--- src/rtl/onehot_encoder_pipe.sv ---
// onehot_encoder_pipe: two-stage one-hot to binary index encoder, valid/ready on both sides.
// Saturating error counter built only when ONEHOT_ENC_ERRCNT_EN is defined.
module onehot_encoder_pipe #(
  parameter int IN_W      = 16,
  parameter int IDX_W     = 5,
  parameter int PRIO_MODE = 0,
  parameter int ERR_CNT_W = 8
) (
  input  logic                 sys_clk,
  input  logic                 sys_rst_n,
  input  logic                 in_valid,
  output logic                 in_ready,
  input  logic [IN_W-1:0]      in_data,
  output logic                 out_valid,
  input  logic                 out_ready,
  output logic [IDX_W-1:0]     out_idx,
  output logic                 out_err,
  output logic                 out_multi,
  input  logic                 err_clr,
  output logic [ERR_CNT_W-1:0] err_cnt
);

  generate
    if (IN_W < 2 || IN_W > 64) begin : g_bad_in_w
      $error("IN_W must be in 2..64");
    end
    if ((64'(1) << IDX_W) <= 64'(IN_W)) begin : g_bad_idx_w
      $error("IDX_W too narrow for IN_W and the none code");
    end
  endgenerate

  localparam logic [IDX_W-1:0] NONE = IDX_W'(IN_W);

  logic            s1_valid;
  logic [IN_W-1:0] s1_data;
  logic            s1_zero;
  logic            s1_multi;
  logic            s1_adv;
  logic            s2_adv;
  logic            in_zero;
  logic            in_multi;
  logic [IDX_W-1:0] low_idx;
  logic [IDX_W-1:0] nxt_idx;

  assign s2_adv   = !out_valid || out_ready;
  assign s1_adv   = !s1_valid || s2_adv;
  assign in_ready = s1_adv;

  // x & (x-1) clears the lowest set bit; anything left means two or more
  assign in_zero  = (in_data == '0);
  assign in_multi = |(in_data & (in_data - IN_W'(1)));

  always_ff @(posedge sys_clk or negedge sys_rst_n) begin
    if (!sys_rst_n) begin
      s1_valid <= 1'b0;
      s1_data  <= '0;
      s1_zero  <= 1'b0;
      s1_multi <= 1'b0;
    end else if (s1_adv) begin
      s1_valid <= in_valid;
      if (in_valid) begin
        s1_data  <= in_data;
        s1_zero  <= in_zero;
        s1_multi <= in_multi;
      end
    end
  end

  always_comb begin
    low_idx = '0;
    for (int i = IN_W - 1; i >= 0; i--) begin
      if (s1_data[i]) low_idx = IDX_W'(i);
    end
  end

  always_comb begin
    nxt_idx = low_idx;
    if (s1_zero) nxt_idx = NONE;
    else if (s1_multi && PRIO_MODE == 0) nxt_idx = NONE;
  end

  always_ff @(posedge sys_clk or negedge sys_rst_n) begin
    if (!sys_rst_n) begin
      out_valid <= 1'b0;
      out_idx   <= '0;
      out_err   <= 1'b0;
      out_multi <= 1'b0;
    end else if (s2_adv) begin
      out_valid <= s1_valid;
      if (s1_valid) begin
        out_idx   <= nxt_idx;
        out_err   <= s1_zero || s1_multi;
        out_multi <= s1_multi;
      end
    end
  end

`ifdef ONEHOT_ENC_ERRCNT_EN
  logic [ERR_CNT_W-1:0] cnt;

  always_ff @(posedge sys_clk or negedge sys_rst_n) begin
    if (!sys_rst_n) begin
      cnt <= '0;
    end else if (err_clr) begin
      cnt <= '0;
    end else if (out_valid && out_ready && out_err && cnt != '1) begin
      cnt <= cnt + ERR_CNT_W'(1);
    end
  end

  assign err_cnt = cnt;
`else
  logic unused_err_clr;

  assign unused_err_clr = err_clr;
  assign err_cnt        = '0;
`endif

endmodule

--- config.mk ---
export PLATFORM = sky130hd
export DESIGN_NAME = onehot_encoder_pipe
export DESIGN_NICKNAME = d
export VERILOG_FILES = /design/src/rtl/onehot_encoder_pipe.sv
export SDC_FILE = /design/constraint.sdc
export NUM_CORES = 1
export LEC_CHECK = 0
export ABC_AREA = 0
export BUFFER_PORTS_ARGS = -buffer_cell sky130_fd_sc_hd__buf_4
export CORE_MARGIN = 2
export CORE_UTILIZATION = 35
export CTS_BUF_LIST = sky130_fd_sc_hd__clkbuf_16
export DETAILED_ROUTE_END_ITERATION = 6
export HOLD_SLACK_MARGIN = 0.03
export PLACE_DENSITY_LB_ADDON = 0.15
export SLEW_MARGIN = 20
export SYNTH_ARGS = -nofsm -noshare
export SYNTH_HDL_FRONTEND = slang
export SYNTH_SLANG_ARGS = --single-unit
--- constraint.sdc ---
create_clock -name sys_clk -period 4 [get_ports sys_clk]
set_input_delay 0.6 -clock sys_clk [delete_from_list [all_inputs] [get_ports sys_clk]]
set_output_delay 0.6 -clock sys_clk [all_outputs]
set_load 0.01 [all_outputs]
Word-level counts from Yosys, hierarchy flattened
Index checks and enable logic that the tools add are counted.

Register bits: 27. Input port bits: 21. Output and inout port bits: 17. Logic and storage cells: 37.

$add $sub $neg: 1. Muxes and demuxes: 18. Bitwise gates (word level): 1. Reductions and logical operators: 9.

Operator list (number): $mux W5 (17); $and A16 B16 Y16 (1); $logic_not A16 Y1 (1); $reduce_or A16 Y1 (1); $sub A16 B1 Y16 const B (1); $mux W4 (1); $reduce_and A2 Y1 (2); $logic_or A1 B1 Y1 (3); $logic_not A1 Y1 (2).

Logic depth before layout (Yosys ltp)
Gate-level depths: netlist of the first run.

Depth after elaboration: 18. Gate-level depth with buffers: 6. Mapped depth without buffers: 6.

Worst setup path before layout of the first run
Ideal clock, no wire load.

Kind: input port to flip-flop. Start: input in_data[1]. End: register s1_multi. Setup time: 130 ps. Data arrival time: 1865 ps. Required time: 3870 ps. Path slack: 2006 ps. Cell stages on the path: 6. Path buffers: 0. Path through: or4_4 -> nor4_4 -> nand2_2 -> nor3_2 -> o22a_1 -> a31oi_1.

Longest elaborated chain between the ends: 3.

Ends and longest elaborated chain: from (decl) (line 13) `input logic [IN_W-1:0] in_data,`; $sub A16 B1 Y16 (line 51) `assign in_multi = |(in_data & (in_data - IN_W'(1)));`; $and A16 B16 Y16 (*) (line 51); $reduce_or A16 Y1 (*) (line 51); to (signal assigned) (line 64) `s1_multi <= in_multi;`; to (decl) (line 37) `logic s1_multi;`.

Mark *: on every way between the ends. The rest lies on a longest branch, timed or not. A chain may end at the register's enable or synchronous reset.

Worst setup path in the final report of the first run
Same ends and word-level chain as after synthesis.

==> metrics.md, run 1 <==
| Metric | Value |
|---|---|
| Netlist Area Pre-Place | 1340 µm² |
| R2r setup slk | 2220 ps |
| CTS tree | yes |
| DRT iter0 DRCs | 25 |
| Max FO, Critical Path | 4 |
| Required time of the critical path | 4130 ps |
| RSZ-0062 raised after global routing | no |
| P&R area growth vs syn | 22.2% |
| N_diodes | 0 |
| Clk root buf | clkbuf_16 |
| Vias in the first global route | 1044 |
| Core area | 3660 µm² |
| Cts repair resizes | 0 |
| Clk Latency, worst-skew pair | 250 ps |
| Register bit total from synthesis | 26 |
| Via count | 1019 |
| Slew @ Worst Pin | 779 ps |
| Number of fill cells | 358 |
| Vias/cell | 5.07 |
| Fmax | 506 MHz |
| # Post-CTS Setup Buffers | 0 |
| Initial antenna violation count | 0 |
| Yosys top cell by area | dfrtp_1 |
| Largest cells by area after synthesis | dfrtp_1, mux2_2, buf_4 |
| Distinct cell type count after synthesis | 32 |
| Initial Util | 36.5% |
| Lkg Pwr | 0.719 nW |
| Worst r2r src | out_valid |
| Ys async rst share | 100% |
| Hold buffer count at cts | 0 |
| Core Util, Final | 44.6% |
| R2R cell count | 5 |
| Top cells by count, synth | dfrtp_1, mux2_2, buf_4, nand2_1, a21oi_1 |
| # IOs | 38 |
| Clock Sinks | 26 |
| Inst Count DP | 198 |
| Total GRT Usage | 14.6% |
| Max VDD drop | 194 µV |
| TritonRoute pass-1 iters | 7 |
| Register area share after synthesis | 48.6% |
| CP startpoint | in_data[1] |
| Setup TNS | 0 ps |
| Wire length per cell | 13.3 µm |
| Final setup skew | 1.57 ps |
| Clock slew at reported path FFs | 60 ps |
| Run status | finished clean |
| Final WL | 2670 µm |
| RePlAce Congestion | 0.729 |
| Post-route ant nets | 0 |
| CP arrival | 2110 ps |
| Share of cells above drive strength 1 | 34.0% |
| Final Non-Filler Cells | 201 |
| Hold WC Path Type | in2async |
| Fin Hold WS | 245 ps |
| Post-synth top area share | 48.6% |
| Final Max Tran Viols | 0 |
| Startpoint Class | input pin |
| Total global routing overflow | 0 |
| DRC violations left | 0 |
| Final Cycle Share | 49.4% |
| PD cells | 387 nW/µm² |
| CTS Buffer Depth | 2 |
| Max-slew headroom | 47.9% |
| Worst r2r dst | out_idx[3] |
| First-pass GRT wire length | 4790 µm |
| Num rows | 22 |
| Post-synth EDFFs | 0 |
| Dominant synthesized flop cell | dfrtp_1 |
| Max Cap Viol | 0 |
| Post-DP HPWL | 2050 µm |
| Largest net degree at the start of global routing | 27 |
| Syn Inst Count | 126 |
| Minimum clock period | 1980 ps |
| Setup crit end kind | flop |
| Final setup vio count | 0 |
| Syn avg cell area | 10.6 µm² |
| Die width | 65.8 µm |
| Count leader, synth | dfrtp_1 |
| Nets | 176 |
| Final hold vios | 0 |
| Synth warn | 0 |
| Input/output buffers | 28 |
| Num CTS Buffers | 3 |
| CTS H-tree depth | 1 |
| Die area | 4330 µm² |
| Die Span Y | 65.8 µm |
| Crit path kind | in2reg |
-- per-layer routing --
layer	routed length (µm)	global-route usage (%)
met1	1170	18.6
met2	1330	24.6
met3	147	2.56
met4	20	5.47
met5	0	0
-- worst max path at each step --
| stage | to | slack, ps | depth (start not counted) |
|---|---|---|---|
| floorplan | s1_multi | 2010 | 6 |
| global placement | s1_multi | 1760 | 7 |
| detailed placement | s1_multi | 1760 | 7 |
| CTS | s1_multi | 2020 | 7 |
| global route | s1_multi | 1920 | 7 |
| finish | s1_multi | 2020 | 7 |
-- per-stage QoR --
stage | cell area, µm² | worst slack, ps | power, W
finish | 1630 | 2020 | 0.000633
global route | 1630 | 1920 | 0.000673
CTS | 1630 | 2020 | 0.000642
detailed placement | 1560 | 1760 | 0.000425
global placement | 1560 | 1760 | 0.000422
floorplan | 1360 | 2010 | 0.000384
-- worst max-delay path, cell delays in order --
cell and delay [ps]:
buf_4 120, or4_4 570, nor4_4 290, nand2_2 120, nor3_2 170, o22a_1 160
a31oi_1 70
-- sequential cells by signal (all words and copies together) (netlist names) --
register   cells
out_idx        5
out_multi      1
out_valid      1
s1_data       16
s1_multi       1
s1_valid       1
s1_zero        1
-- placed cells by master (no fill, tap or decap), types with 2 or more instances in the layout --
| cell | Yosys | routed |
|---|---|---|
| a21oi_1 | 8 | 8 |
| nor4_1 | 3 | 3 |
| nand2_1 | 9 | 9 |
| mux2_2 | 16 | 16 |
| nand2b_1 | 3 | 3 |
| nor3_1 | 7 | 7 |
| maj3_1 | 3 | 3 |
| buf_4 | 9 | 28 |
| nor2_1 | 7 | 7 |
| inv_1 | 5 | 5 |
| o31ai_1 | 3 | 3 |
| o21ai_0 | 6 | 6 |
| conb_1 | 1 | 8 |
| clkbuf_16 | 0 | 3 |
| dfrtp_1 | 26 | 26 |
| or3_1 | 2 | 2 |
-- final cells by class --
cell class | count | area [µm²] | share of cell area [%]
timing repair buffer | 28 | 210 | 12.9
sequential | 26 | 651 | 39.8
inverter | 5 | 18.8 | 1.15
multi-input combinational | 91 | 619 | 37.9
tap | 48 | 60.1 | 3.68
clock buffer | 3 | 75.1 | 4.59
-- report_power, final --
| group | switching, W | total, W | internal (W) |
|---|---|---|---|
| combinational | 0.0000504 | 0.000104 | 0.0000533 |
| clock | 0.0000810 | 0.000213 | 0.000132 |
| sequential | 0.0000263 | 0.000316 | 0.000290 |
| total | 0.000158 | 0.000633 | 0.000475 |
-- kinds of logic after synthesis --
| group | after synthesis | synth area share [%] |
|---|---|---|
| simple gates | 39 | 16.6 |
| flops | 26 | 48.6 |
| compound gates | 25 | 11.8 |
| buf+inv | 16 | 7.02 |
| mux | 16 | 13.5 |
| fa+ha+maj | 3 | 2.25 |
| other cells | 1 | 0.280 |
(Power assumes the default switching activity.)
==> inputs of run 2 (changes only) <==
==> constraint.sdc (replaced) <==
create_clock -name sys_clk -period 1.9 [get_ports sys_clk]
set_input_delay 0.285 -clock sys_clk [delete_from_list [all_inputs] [get_ports sys_clk]]
set_output_delay 0.285 -clock sys_clk [all_outputs]
set_load 0.01 [all_outputs]
==> metrics.md, run 2 (synthesis gave the netlist of run 1 again) <==
| Metric | Value |
|---|---|
| Startpoint Class | flop |
| CTS H-tree depth | 1 |
| Post-route ant nets | 0 |
| PD cells | 804 nW/µm² |
| CP Cell Sequence | nand2b_1 > nand2_1 > or4_1 > nor4_1 > a32o_1 |
| Initial Util | 36.5% |
| Largest Register | s1_data |
| Clk Latency, worst-skew pair | 250 ps |
| Crit-path leading delay family | simple AND/OR/NAND/NOR gates |
| Core Util, Final | 45.7% |
| Final setup vio count | 0 |
| Cell Area, Placed | 1590 µm² |
| Vias in the first global route | 991 |
| DRC violations left | 0 |
| Total GRT Usage | 14.0% |
| Max FO, Critical Path | 4 |
| CP startpoint | out_valid |
| Post-DP HPWL | 2050 µm |
| Number of fill cells | 365 |
| Die width | 65.8 µm |
| Worst Path Buf+Inv | 0 |
| CTS tree | yes |
| Vias/cell | 4.84 |
| Design area | 1670 µm² |
| Share of cells above drive strength 1 | 35.4% |
| Initial antenna violation count | 0 |
| Worst r2r src | out_valid |
| Required time of the critical path | 2090 ps |
| Input/output buffers | 28 |
| Lkg Pwr | 0.741 nW |
| CP arrival | 1870 ps |
| CTS Buffer Depth | 2 |
| P&R area growth vs syn | 25.2% |
| Max Cap Viol | 0 |
| Fmax | 597 MHz |
| Final Cycle Share | 88.2% |
| Num rows | 22 |
| Minimum clock period | 1670 ps |
| # Post-CTS Setup Buffers | 0 |
| RePlAce Congestion | 0.784 |
| Die area | 4330 µm² |
| RSZ-0062 raised after global routing | no |
| TritonRoute pass-1 iters | 4 |
| Run status | finished clean |
| Cts repair resizes | 0 |
| Wire length per cell | 12.9 µm |
| Nets | 181 |
| Cell depth of the worst setup path | 5 |
| Most frequent cells in the layout | buf_4, dfrtp_1, mux2_2, nand2_1 |
| Final Max Tran Viols | 0 |
| Max VDD drop | 358 µV |
| DRT iter0 DRCs | 23 |
| Die Span Y | 65.8 µm |
| Fin Hold WS | 252 ps |
| Commonest non-fill, non-tap cell in the layout | buf_4 |
| Clock Sinks | 26 |
| Hold WC Path Type | in2reg |
| Setup crit end kind | flop |
| First-pass GRT wire length | 4670 µm |
| Max stage delay on crit path | 480 ps |
| Top flop regs | s1_data (16), out_idx (5) |
| Num CTS Buffers | 3 |
| Slowest CP cell | or4_1 |
| Final setup skew | 1.28 ps |
| Final WL | 2660 µm |
| Final hold vios | 0 |
| Via count | 997 |
| Max reg flops | 16 |
| Crit path kind | reg2reg |
| CP endpoint | out_idx[3] |
| Core area | 3660 µm² |
| N_diodes | 0 |
| Clk root buf | clkbuf_16 |
| R2R cell count | 5 |
| Worst r2r dst | out_idx[3] |
| Clock slew at reported path FFs | 60 ps |
| Total global routing overflow | 0 |
| R2r setup slk | 230 ps |
| # IOs | 38 |
| Largest net degree at the start of global routing | 27 |
==> run 2: cell count changes in the layout (fill, tap and decap cells not counted) <==
cell,change
buf_4,+4
dlygate4sd3_1,+1
==> run 2: how the worst min path moves through the flow <==
stage	to	from	slack (ps)	cells after the start
2_1_floorplan	out_idx[0]	sys_rst_n	-10	0
3_3_place_gp	out_valid	sys_rst_n	220	1
3_5_place_dp	out_valid	sys_rst_n	220	1
4_1_cts	s1_zero	in_data[14]	250	2
5_1_grt	s1_zero	in_data[14]	250	2
6_report	s1_zero	in_data[14]	250	2
==> run 2: metal layers <==
metal,track usage [%],routed length (µm),up-vias
met4,4.69,20,0
met1,18.9,1310,464
met3,2.73,102,2
met5,0,0,-
met2,22.6,1230,22
li1,-,-,509
==> run 2: power breakdown <==
| group | switching (W) | internal (W) | total, W |
|---|---|---|---|
| Sequential | 0.0000548 | 0.000610 | 0.000665 |
| Clock | 0.000175 | 0.000278 | 0.000454 |
| Combinational | 0.000108 | 0.000119 | 0.000227 |
==> run 2: timing repair <==
item | in CTS | in global routing
endpoints found under the setup margin | 0 | 0
endpoints found under the hold margin | 26 | 0
hold buffers | 1 | 0
==> run 2: area by class of cell <==
| cell class | count | area (µm²) | area share, % |
|---|---|---|---|
| clock buffers | 3 | 75.1 | 4.48 |
| inverters | 5 | 18.8 | 1.12 |
| multi-input cells | 91 | 619 | 37.0 |
| flip-flops and latches | 26 | 651 | 38.9 |
| well taps | 48 | 60.1 | 3.59 |
| repair buffers | 33 | 250 | 14.9 |
==> run 2: stage by stage <==
| step | total power, W | std cells | setup slack, ps | TNS [ps] |
|---|---|---|---|---|
| finish | 0.00135 | 206 | 225 | 0 |
| floorplan | 0.000808 | 133 | 221 | 0 |
| detailed placement | 0.000902 | 202 | -9.06 | -9.06 |
| global route | 0.00142 | 206 | 96.6 | 0 |
| CTS | 0.00136 | 206 | 202 | 0 |
| global placement | 0.000896 | 202 | -5.05 | -5.05 |
==> inputs of run 3 (changes only) <==
--- a/config.mk
+++ b/config.mk
@@ -5,10 +5,9 @@
 export SDC_FILE = /design/constraint.sdc
 export NUM_CORES = 1
 export LEC_CHECK = 0
-export ABC_AREA = 0
 export BUFFER_PORTS_ARGS = -buffer_cell sky130_fd_sc_hd__buf_4
 export CORE_MARGIN = 2
-export CORE_UTILIZATION = 35
+export CORE_UTILIZATION = 40
 export CTS_BUF_LIST = sky130_fd_sc_hd__clkbuf_16
 export DETAILED_ROUTE_END_ITERATION = 6
 export HOLD_SLACK_MARGIN = 0.03
==> metrics.md, run 3 (synthesis gave the netlist of run 1 again) <==
| Metric | Value |
|---|---|
| Run status | finished clean |
| Max VDD drop | 339 µV |
| Total global routing overflow | 0 |
| Clock slew at reported path FFs | 60 ps |
| Vias/cell | 5.11 |
| PD cells | 811 nW/µm² |
| Final Non-Filler Cells | 203 |
| # IOs | 38 |
| Initial Util | 42.8% |
| Final setup vio count | 0 |
| CTS Buffer Depth | 2 |
| First-pass GRT wire length | 4310 µm |
| Cell Area, Placed | 1580 µm² |
| Fmax | 602 MHz |
| Hold WC Path Type | in2reg |
| CTS H-tree depth | 1 |
| Minimum clock period | 1660 ps |
| CTS tree | yes |
| Worst r2r dst | out_idx[3] |
| Share of cells above drive strength 1 | 35.2% |
| Final Max Tran Viols | 0 |
| Final WL | 2640 µm |
| Die width | 61.8 µm |
| Num rows | 20 |
| Fin Hold WS | 233 ps |
| Setup TNS | 0 ps |
| N_diodes | 0 |
| Max FO, Critical Path | 4 |
| Design area | 1670 µm² |
| Input/output buffers | 28 |
| Startpoint Class | flop |
| Setup crit end kind | flop |
| TritonRoute pass-1 iters | 4 |
| Inst Count DP | 198 |
| Clk Latency, worst-skew pair | 260 ps |
| Total GRT Usage | 15.9% |
| RSZ-0062 raised after global routing | no |
| RePlAce Congestion | 0.796 |
| R2R cell count | 5 |
| Largest net degree at the start of global routing | 27 |
| Post-DP HPWL | 2060 µm |
| Final hold vios | 0 |
| Top flop regs | s1_data (16), out_idx (5) |
| Crit path kind | reg2reg |
| Hold path endpoint | s1_zero |
| Via count | 1037 |
| Commonest non-fill, non-tap cell in the layout | buf_4 |
| Clk root buf | clkbuf_16 |
| Hold depth | 2 |
| Post-route ant nets | 0 |
| Die Span Y | 61.8 µm |
| Worst r2r src | out_valid |
| Num CTS Buffers | 3 |
| Final Cycle Share | 87.4% |
| Final setup skew | 2.05 ps |
| Max Cap Viol | 0 |
| Die area | 3820 µm² |
| # Post-CTS Setup Buffers | 0 |
| DRT iter0 DRCs | 39 |
| Clock Sinks | 26 |
| Wire length per cell | 13.0 µm |
| R2r setup slk | 240 ps |
| Cts repair resizes | 0 |
| Initial antenna violation count | 0 |
| Nets | 181 |
| Core Util, Final | 53.5% |
| Largest Register | s1_data |
| Max reg flops | 16 |
| Most frequent cells in the layout | buf_4, dfrtp_1, mux2_2, nand2_1 |
| Hold Crit Start | in_data[14] |
| Lkg Pwr | 0.743 nW |
| DRC violations left | 0 |
| P&R area growth vs syn | 25.1% |
| CP arrival | 1860 ps |
| Required time of the critical path | 2100 ps |
| Vias in the first global route | 1013 |
| Core area | 3130 µm² |
-- run 3: changes by cell type in the layout (fill, tap and decap cells not counted), sizes merged --
cell and delta:
clkinv +1
-- run 3: power breakdown --
part	leakage (nW)	switching, W	internal, W	total [W]
logic	0.397	0.000109	0.000119	0.000228
clock network	0.0385	0.000184	0.000282	0.000466
registers	0.307	0.0000525	0.000610	0.000663
total	0.743	0.000345	0.00101	0.00136
-- run 3: area by class of cell --
cell class / count / area (µm²)
inverter: 5 / 18.8
sequential: 26 / 651
multi-input combinational: 91 / 619
clock buffer: 3 / 75.1
timing repair buffer: 33 / 250
tap: 44 / 55.1
fill: 294 / 1460
clock inverter: 1 / 3.75
-- run 3: what timing repair did --
item,4_1_cts,5_1_grt
hold buffers,1,0
hold endpoints to repair,26,0
setup endpoints to repair,0,0
-- run 3: routing by layer --
layer  global-route usage (%)  vias up  part of all wire [%]
li1                         -      508                     -
met5                        0        -                     0
met1                     19.0      487                    45
met2                     26.9       37                    47
met4                     7.29        0                   1.8
met3                     3.73        5                   6.3
-- run 3: worst max path at each step --
stage	cells past startpoint	to	startpoint	slack [ps]
3_5_place_dp	7	s1_multi	in_data[1]	3
2_1_floorplan	6	s1_multi	in_data[1]	220
3_3_place_gp	7	s1_multi	in_data[1]	10
5_1_grt	5	out_idx[3]	out_valid	170
6_report	5	out_idx[3]	out_valid	240
4_1_cts	5	out_idx[3]	out_valid	260
-- run 3: stage by stage --
stage          power (W)  worst slack, ps
2_1_floorplan   0.000808              221
3_3_place_gp    0.000895             10.5
3_5_place_dp    0.000902             3.41
4_1_cts          0.00138              257
5_1_grt          0.00143              166
6_report         0.00136              239
-- run 3: worst max-delay path: stages, from the launching register on --
cell and delay (ps):
dfrtp_1 390, nand2b_1 100, nand2_1 70, or4_1 480, nor4_1 330, a32o_1 230
